==> src/rtl/nco_pkg.sv <==
// nco_pkg: shared constants and FSM state type for the NCO sample fetch path.
// Build option: NCO_FETCH_INTERP_EN adds the SMP2 state used for the second
// (interpolation) sample read.
package nco_pkg;

  localparam int unsigned WAVE_COUNT = 29;
  localparam int unsigned PAGE_W     = 8;
  localparam int unsigned IDX_W      = 8;
  localparam int unsigned FRAC_W     = 4;

  typedef enum logic [2:0] {
    ST_IDLE,
    ST_OFF,
    ST_SMP,
`ifdef NCO_FETCH_INTERP_EN
    ST_SMP2,
`endif
    ST_CAP
  } state_e;

endpackage

==> src/rtl/nco_interp.sv <==
// nco_interp: combinational linear interpolation between two signed samples.
//   s0, s1 : adjacent signed samples
//   frac   : unsigned position between them, in 1/16 steps
//   result : s0 + floor((s1 - s0) * frac / 16)
// Only instantiated when NCO_FETCH_INTERP_EN is defined.
module nco_interp
  import nco_pkg::*;
#(
  parameter int unsigned SAMPLE_W = 8
)(
  input  logic [SAMPLE_W-1:0] s0,
  input  logic [SAMPLE_W-1:0] s1,
  input  logic [FRAC_W-1:0]   frac,
  output logic [SAMPLE_W-1:0] result
);

  localparam int unsigned PW = SAMPLE_W + FRAC_W + 1;

  logic signed [SAMPLE_W:0] diff;
  logic signed [PW-1:0]     prod;
  logic signed [PW-1:0]     step;

  // The interpolated value always lies between s0 and s1, so truncating
  // the step to SAMPLE_W bits before the add cannot overflow.
  always_comb begin
    diff   = $signed({s1[SAMPLE_W-1], s1}) - $signed({s0[SAMPLE_W-1], s0});
    prod   = PW'(diff) * PW'($signed({1'b0, frac}));
    step   = prod >>> FRAC_W;
    result = s0 + step[SAMPLE_W-1:0];
  end

endmodule

==> src/rtl/nco_wave_fetch.sv <==
// nco_wave_fetch: NCO sample fetch stage. One request at a time: looks up the
// waveform page in the offset ROM, reads the sample ROM at {page, phase top
// byte}, and presents a registered sample with a one-cycle valid pulse.
// Build option: NCO_FETCH_INTERP_EN enables linear interpolation using a second
// read at the next index in the same page (latency 5 instead of 4).
// Ports:
//   clk, rst           : clock, synchronous active-high reset
//   start, wave, phase : request strobe and its operands (accepted when idle)
//   busy               : request in flight
//   sample, sample_valid : result and its one-cycle strobe
//   off_re/off_addr/off_data : offset ROM port (1-cycle read latency)
//   smp_re/smp_addr/smp_data : sample ROM port (1-cycle read latency)
module nco_wave_fetch
  import nco_pkg::*;
#(
  parameter int unsigned PHASE_W  = 24,
  parameter int unsigned SAMPLE_W = 8,
  parameter int unsigned WAVE_W   = 5
)(
  input  logic                clk,
  input  logic                rst,
  input  logic                start,
  input  logic [WAVE_W-1:0]   wave,
  input  logic [PHASE_W-1:0]  phase,
  output logic                busy,
  output logic [SAMPLE_W-1:0] sample,
  output logic                sample_valid,
  output logic                off_re,
  output logic [WAVE_W-1:0]   off_addr,
  input  logic [7:0]          off_data,
  output logic                smp_re,
  output logic [15:0]         smp_addr,
  input  logic [SAMPLE_W-1:0] smp_data
);

  state_e              state_q, state_d;
  logic [WAVE_W-1:0]   off_addr_q, off_addr_d;
  logic [IDX_W-1:0]    idx_q, idx_d;
  logic [15:0]         smp_addr_q, smp_addr_d;
  logic [SAMPLE_W-1:0] sample_q, sample_d;
  logic                sample_valid_q, sample_valid_d;
  logic [SAMPLE_W-1:0] result;

`ifdef NCO_FETCH_INTERP_EN
  logic [FRAC_W-1:0]   frac_q, frac_d;
  logic [PAGE_W-1:0]   page_q, page_d;
  logic [SAMPLE_W-1:0] s0_q, s0_d;

  nco_interp #(.SAMPLE_W(SAMPLE_W)) u_interp (
    .s0     (s0_q),
    .s1     (smp_data),
    .frac   (frac_q),
    .result (result)
  );
`else
  assign result = smp_data;
`endif

  // The offset ROM data only arrives in SMP, so smp_addr is driven
  // combinationally there and held in smp_addr_q afterwards.
  always_comb begin
    state_d        = state_q;
    off_addr_d     = off_addr_q;
    idx_d          = idx_q;
    smp_addr_d     = smp_addr_q;
    sample_d       = sample_q;
    sample_valid_d = 1'b0;
`ifdef NCO_FETCH_INTERP_EN
    frac_d         = frac_q;
    page_d         = page_q;
    s0_d           = s0_q;
`endif
    off_re         = 1'b0;
    smp_re         = 1'b0;
    smp_addr       = smp_addr_q;

    unique case (state_q)
      ST_IDLE: begin
        if (start) begin
          off_addr_d = (32'(wave) >= WAVE_COUNT) ? '0 : wave;
          idx_d      = phase[PHASE_W-1 -: IDX_W];
`ifdef NCO_FETCH_INTERP_EN
          frac_d     = phase[PHASE_W-IDX_W-1 -: FRAC_W];
`endif
          state_d    = ST_OFF;
        end
      end
      ST_OFF: begin
        off_re  = 1'b1;
        state_d = ST_SMP;
      end
      ST_SMP: begin
        smp_re     = 1'b1;
        smp_addr   = {off_data, idx_q};
        smp_addr_d = smp_addr;
`ifdef NCO_FETCH_INTERP_EN
        page_d     = off_data;
        state_d    = ST_SMP2;
`else
        state_d    = ST_CAP;
`endif
      end
`ifdef NCO_FETCH_INTERP_EN
      ST_SMP2: begin
        // Index wraps inside the page; the page never carries.
        smp_re     = 1'b1;
        smp_addr   = {page_q, idx_q + IDX_W'(1)};
        smp_addr_d = smp_addr;
        s0_d       = smp_data;
        state_d    = ST_CAP;
      end
`endif
      ST_CAP: begin
        sample_d       = result;
        sample_valid_d = 1'b1;
        state_d        = ST_IDLE;
      end
      default: state_d = ST_IDLE;
    endcase
  end

  always_ff @(posedge clk) begin
    if (rst) begin
      state_q        <= ST_IDLE;
      off_addr_q     <= '0;
      idx_q          <= '0;
      smp_addr_q     <= '0;
      sample_q       <= '0;
      sample_valid_q <= 1'b0;
`ifdef NCO_FETCH_INTERP_EN
      frac_q         <= '0;
      page_q         <= '0;
      s0_q           <= '0;
`endif
    end else begin
      state_q        <= state_d;
      off_addr_q     <= off_addr_d;
      idx_q          <= idx_d;
      smp_addr_q     <= smp_addr_d;
      sample_q       <= sample_d;
      sample_valid_q <= sample_valid_d;
`ifdef NCO_FETCH_INTERP_EN
      frac_q         <= frac_d;
      page_q         <= page_d;
      s0_q           <= s0_d;
`endif
    end
  end

  assign busy         = (state_q != ST_IDLE);
  assign sample       = sample_q;
  assign sample_valid = sample_valid_q;
  assign off_addr     = off_addr_q;

endmodule

==> config.mk <==
export PLATFORM = sky130hd
export DESIGN_NAME = nco_wave_fetch
export DESIGN_NICKNAME = d
export VERILOG_FILES = /design/src/rtl/nco_pkg.sv /design/src/rtl/nco_interp.sv /design/src/rtl/nco_wave_fetch.sv
export SDC_FILE = /design/constraint.sdc
export NUM_CORES = 1
export LEC_CHECK = 0
export ABC_CLOCK_PERIOD_IN_PS = 2000
export BUFFER_PORTS_ARGS = -buffer_cell sky130_fd_sc_hd__buf_2
export CORE_UTILIZATION = 45
export DETAILED_ROUTE_END_ITERATION = 6
export PLACE_DENSITY_LB_ADDON = 0.05
export SYNTH_ARGS = -nofsm -noshare
export SYNTH_HDL_FRONTEND = slang
export SYNTH_SLANG_ARGS = --single-unit
==> constraint.sdc <==
create_clock -name clk -period 2 [get_ports clk]
set_clock_uncertainty 0.2 [all_clocks]
set_input_delay 0.1 -clock clk [delete_from_list [all_inputs] [get_ports clk]]
set_output_delay 0.1 -clock clk [all_outputs]
set_load 0.01 [all_outputs]
==> results.sh, run 1 <==
export IMPL_power_density_nw_per_um2=826
export IMPL_synth_top_family_by_area="multiplexers"
export IMPL_root_buffer="clkbuf_4"
export IMPL_place_area_um2=1940
export IMPL_hold_viol_final=0
export IMPL_postLayoutCellArea_um2=2370
export IMPL_fin_crit_ns=1.90
export IMPL_drtAntennaViolNets=0
export IMPL_gp_congestion=0.726
export IMPL_period_share_pct=95.1
export IMPL_clock_sinks=40
export IMPL_drt_iter0_drc=50
export IMPL_r2r_slack_ns=0.30
export IMPL_antenna_found_initial=0
export IMPL_syn_area_per_cell_um2=10.2
export IMPL_fin_nets=305
export IMPL_cp_num_cells=4
export IMPL_fmax_mhz=526
export IMPL_timing_setup_tns_ns=0
export IMPL_critical_path_required_ns=1.70
export IMPL_core_area_um2=3390
export IMPL_status="complete, no violations"
export IMPL_path_buf_inv=2
export IMPL_p_leak_nw=1.10
export IMPL_io_pins=81
export IMPL_clk_path_buf_depth=2
export IMPL_r2r_cells=5
export IMPL_crit_slowest_cell="dfxtp_1"
export IMPL_wl_um=3770
export IMPL_firstDrtPassIters=4
export IMPL_clock_latency_ns=0.35
export IMPL_fin_hold_ws_ns=0.0914
export IMPL_layout_setup_ws_ns=0.0982
export IMPL_cp_start_kind="register"
export IMPL_rsz0062_at_grt="false"
export IMPL_die_w_um=61.8
export IMPL_synth_top_flop_cell="dfxtp_1"
export IMPL_ys_ff_latch=40
export IMPL_track_usage_pct=20.6
export IMPL_layout_commonest_cell="buf_2"
export IMPL_post_dp_hpwl_um=2220
export IMPL_peakVddDrop_v=0.000484
export IMPL_start_util_pct=47.5
export IMPL_maxCapViolCount=0
export IMPL_setup_violations=0
export IMPL_seq_area_frac_synth_pct=49.7
export IMPL_crit_fanout=7
export IMPL_antenna_cells=0
export IMPL_drc=0
export IMPL_synthCells=158
export IMPL_crit_end="smp_addr[0]"
export IMPL_syn_cell_area_um2=1610
export IMPL_synthSimpleGateAreaFrac_pct=16.8
export IMPL_dpl_worst_slack_ns=0.282
export IMPL_grt_first_pass_wirelength_um=5550
export IMPL_clkTransAtPathRegs_ns=0.11
export IMPL_die_y_um=61.8
export IMPL_final_cell_mix="buf_2 (64), dfxtp_1 (39), dlygate4sd3_1 (30)"
export IMPL_vias_per_cell=4.67
export IMPL_relSlewSlack_pct=51.9
export IMPL_wire_per_inst_um=12.6
export IMPL_syn_nets=211
export IMPL_synth_compound_area_share_pct=6.29
export IMPL_num_vias=1396
export IMPL_die_area_um2=3820
export IMPL_hold_path_class="in2reg"
export IMPL_async_reset_ff_share_pct=0
export IMPL_slowest_delay_ns=0.45
export IMPL_yosysUniqueCellTypes=20
export IMPL_worstMarginPinSlew_ns=0.722
export IMPL_rr_endpoint="state_q[0]"
export IMPL_synthAdderAreaFrac_pct=3.88
export IMPL_rows=21
export IMPL_end_kind="output port"
export IMPL_cts_tree="yes"
export IMPL_htree_levels=2
export IMPL_synth_xor_area_share_pct=0
export IMPL_yosys_warnings=0
export IMPL_path_class="reg2out"
export IMPL_path_delay_family="flip-flops"
export IMPL_grt_max_degree=42
export IMPL_area_growth_pct=47.0
export IMPL_io_buffers=64
export IMPL_path_cells="ha_4 -> buf_8 -> mux2_2 -> buf_2"
export IMPL_cp_arrival_ns=1.60
export IMPL_rr_startpoint="state_q[1]"
export IMPL_cts_buffers=5
export IMPL_overflow=0
export IMPL_final_layout_size_suffix_gt1_share_pct=36.8
export IMPL_worstSetupStartpoint="state_q[1]"
export IMPL_maxSlewViolCount=0
export IMPL_synth_edff_count=0
export IMPL_synthMuxAreaShare_pct=18.9
export IMPL_grt_pass1_vias=1317
[how the worst min path moves through the flow]
stage	start	endpoint	slack [ns]	cells after the start
3_3_place_gp	smp_data[3]	sample[3]	0.14	3
5_1_grt	rst	smp_addr_q[4]	0.10	2
3_5_place_dp	smp_data[3]	sample[3]	0.14	3
2_1_floorplan	phase[16]	idx_q[0]	0.04	2
6_report	rst	sample[0]	0.09	2
4_1_cts	rst	smp_addr_q[4]	0.08	2
[Yosys cell counts, types with 2 or more instances]
master / number / area (um2)
clkbuf_1: 3 / 11.3
a21oi_1: 14 / 70.1
nand2b_1: 2 / 12.5
nand2_1: 22 / 82.6
inv_1: 3 / 11.3
buf_2: 3 / 15.0
buf_6: 2 / 22.5
mux2_2: 7 / 78.8
ha_1: 5 / 62.6
dfxtp_1: 40 / 801
mux2i_1: 9 / 90.1
nor2b_1: 17 / 106
o211ai_1: 3 / 22.5
mux2_4: 9 / 135
nor2_1: 9 / 33.8
nand3_1: 6 / 30.0
[routing by layer]
layer  wire length (um)  track usage, %  vias to the layer above
met2               1950            38.6                       37
li1                   -               -                      709
met4                 60            9.84                        0
met3                140            5.80                        6
met5                  0               0                        -
met1               1620            21.1                      644
[what timing repair did]
action / in CTS / in global routing
setup buffers: 0 / 0
gates cloned: 0 / 1
resized for setup: 2 / 5
hold buffers: 30 / 0
hold endpoints to repair: 31 / 0
setup endpoints to repair: 16 / 16
[flip-flops by register name (all words and copies together) (netlist names)]
signal / count
state_q: 2
sample: 8
idx_q: 8
off_addr: 5
smp_addr_q: 16
sample_valid: 1
[report_power, final]
group,switching [mW],internal (mW)
Sequential,0.0377,0.864
Clock,0.259,0.262
Combinational,0.252,0.281
[stage by stage]
step | cells | power, mW | util (%)
final | 299 | 1.96 | 69.9
after global routing | 299 | 2.06 | 69.9
after floorplan | 158 | 1.23 | -
after global placement | 260 | 1.35 | 57.4
after CTS | 298 | 1.93 | 68.6
after detailed placement | 260 | 1.37 | 57.4
[layout make-up]
cell class	count	area, um2
Fill cell	276	1020
Sequential cell	40	805
Multi-Input combinational cell	105	752
Timing Repair Buffer	97	668
Tap cell	46	57.6
Clock buffer	6	41.3
Clock inverter	2	35.0
Inverter	3	11.3
[cells by family after synthesis]
logic type	count (synthesis)
fa+ha+maj	5
flops	40
buf+inv	13
mux	25
compound gates	18
simple gates	57
Power figures use the tool's default switching activity.
==> inputs of run 2 (changes only) <==
--- a/config.mk
+++ b/config.mk
@@ -7,8 +7,9 @@
 export LEC_CHECK = 0
 export ABC_CLOCK_PERIOD_IN_PS = 2000
 export BUFFER_PORTS_ARGS = -buffer_cell sky130_fd_sc_hd__buf_2
-export CORE_UTILIZATION = 45
+export CORE_UTILIZATION = 35
 export DETAILED_ROUTE_END_ITERATION = 6
+export MAX_ROUTING_LAYER = met4
 export PLACE_DENSITY_LB_ADDON = 0.05
 export SYNTH_ARGS = -nofsm -noshare
 export SYNTH_HDL_FRONTEND = slang
==> run 2 against run 1 <==
Net effect:
- worst hold slack improved by 0.0028 ns
- utilization shrank 16 points
- largest power group unchanged
- critical path depth unchanged
- final area increased by 0.58%
- die area is 28% higher
- sequential power shrank 0.7%
- critical endpoint is now smp_addr[2]
- sequential share of layout area shrank 0.30 points
- sequential cell count is the same
==> results.sh, run 2 (synthesized netlist as in run 1, its figures left out) <==
export IMPL_final_layout_size_suffix_gt1_share_pct=36.4
export IMPL_setup_violations=0
export IMPL_relSlewSlack_pct=60.5
export IMPL_post_cts_buffers=0
export IMPL_clock_latency_ns=0.29
export IMPL_path_buf_inv=2
export IMPL_firstDrtPassIters=3
export IMPL_core_area_um2=4380
export IMPL_timing_setup_tns_ns=0
export IMPL_rsz0062_at_grt="false"
export IMPL_r2r_slack_ns=0.23
export IMPL_worstMarginPinSlew_ns=0.592
export IMPL_die_w_um=69.9
export IMPL_hold_viol_final=0
export IMPL_postLayoutCellArea_um2=2380
export IMPL_seqPwrFrac_pct=43.8
export IMPL_path_delay_family="flip-flops"
export IMPL_cts_buffers=5
export IMPL_crit_slowest_cell="dfxtp_1"
export IMPL_antenna_cells=0
export IMPL_antenna_found_initial=0
export IMPL_vias_per_cell=4.52
export IMPL_maxCapViolCount=0
export IMPL_rr_endpoint="state_q[0]"
export IMPL_fin_crit_ns=1.88
export IMPL_gp_congestion=0.722
export IMPL_pwr_share_comb_pct=25.1
export IMPL_start_util_pct=36.8
export IMPL_grt_pass1_vias=1338
export IMPL_critical_path_required_ns=1.70
export IMPL_cts_tree="yes"
export IMPL_internal_power_mw=1.50
export IMPL_overflow=0
export IMPL_maxSlewViolCount=0
export IMPL_cp_num_cells=4
export IMPL_fin_nets=305
export IMPL_cp_start_kind="register"
export IMPL_clock_sinks=40
export IMPL_cp_arrival_ns=1.58
export IMPL_rr_startpoint="state_q[1]"
export IMPL_die_y_um=69.9
export IMPL_period_share_pct=94.2
export IMPL_root_buffer="clkbuf_8"
export IMPL_power_density_nw_per_um2=858
export IMPL_io_buffers=64
export IMPL_htree_levels=2
export IMPL_num_vias=1378
export IMPL_peakVddDrop_v=0.000600
export IMPL_drt_iter0_drc=64
export IMPL_wire_per_inst_um=11.7
export IMPL_path_cells="ha_2 -> buf_12 -> mux2_2 -> buf_2"
export IMPL_crit_end="smp_addr[2]"
export IMPL_area_growth_pct=47.9
export IMPL_hold_path_class="in2reg"
export IMPL_die_area_um2=4880
export IMPL_wl_um=3560
export IMPL_drtAntennaViolNets=0
export IMPL_largest_reg_flops=16
export IMPL_path_class="reg2out"
export IMPL_crit_fanout=14
export IMPL_fin_hold_ws_ns=0.0942
export IMPL_regMostFlops="smp_addr_q"
export IMPL_clk_path_buf_depth=2
export IMPL_fmax_mhz=531
export IMPL_track_usage_pct=16.0
export IMPL_status="complete, no violations"
export IMPL_p_sw_share_pct=26.7
export IMPL_grt_first_pass_wirelength_um=5960
export IMPL_clkTransAtPathRegs_ns=0.07
export IMPL_worstSetupStartpoint="state_q[1]"
export IMPL_r2r_cells=5
export IMPL_clockPowerShare_pct=31.1
export IMPL_grt_max_degree=34
export IMPL_p_leak_nw=1.11
export IMPL_power_switching_mw=0.545
export IMPL_io_pins=81
export IMPL_rows=24
export IMPL_final_cell_mix="buf_2 (64), dfxtp_1 (39), dlygate4sd3_1 (30)"
export IMPL_end_kind="output port"
export IMPL_place_area_um2=1960
export IMPL_post_dp_hpwl_um=2360
export IMPL_slowest_delay_ns=0.40
export IMPL_layout_commonest_cell="buf_2"
export IMPL_drc=0
run 2: cell types whose count changed in the layout (fill, tap and decap cells not counted), sizes merged:
cell,change
buf,+1
clkbuf,-1
run 2: per-stage QoR:
step	power, mW	utilization [%]	worst slack [ns]	cells
2_1_floorplan	1.23	-	0.252	158
3_3_place_gp	1.36	44.7	0.313	267
3_5_place_dp	1.37	44.7	0.203	267
4_1_cts	2.07	54.1	0.0352	305
5_1_grt	2.17	54.4	0.0242	305
6_report	2.04	54.4	0.116	305
run 2: how the worst min path moves through the flow:
stage | start | end | slack [ns] | cells after the start
detailed placement | phase[21] | idx_q[5] | 0.15 | 3
CTS | rst | sample[5] | 0.1 | 2
floorplan | phase[16] | idx_q[0] | 0.04 | 2
global route | rst | smp_addr_q[12] | 0.14 | 2
global placement | smp_data[3] | sample[3] | 0.14 | 3
finish | rst | sample[5] | 0.09 | 2
run 2: area by class of cell:
class	instances	area, um2
Inverter	3	11.3
Sequential cell	40	802
Fill cell	405	2000
Tap cell	52	65.1
Clock buffer	6	72.6
Timing Repair Buffer	97	656
Clock inverter	2	35.0
Multi-Input combinational cell	105	742
run 2: worst register-to-register path, delay by kind of cell, from the launching register on:
family,cells,cell delay [ns]
DFF,1,0.35
AOI/OAI and AO/OA,2,0.35
buffers and inverters,1,0.09
and+or+nand+nor,1,0.48
adders and majority gates,1,0.20
run 2: repair_timing:
action                                 in CTS  in global routing
gates resized for setup                     1                  4
hold buffers                               30                  0
endpoints found under the hold margin      30                  0
setup endpoints to repair                   8                 16
run 2: routing by layer:
layer  track usage (%)  share of wire [%]  up-vias
met1              18.4                 45      625
met2              26.3                 49       33
met4              8.00                2.2        0
met5                 -                  0        -
li1                  -                  -      711
met3              3.61                4.0        9
run 2: power groups by stage:
stage          Sequential, mW  Combinational [mW]  Clock [mW]
2_1_floorplan           0.915               0.316           0
3_3_place_gp            0.909               0.449           0
3_5_place_dp            0.914               0.459           0
4_1_cts                 0.896               0.512       0.660
5_1_grt                 0.904               0.564       0.697
6_report                0.896               0.513       0.635
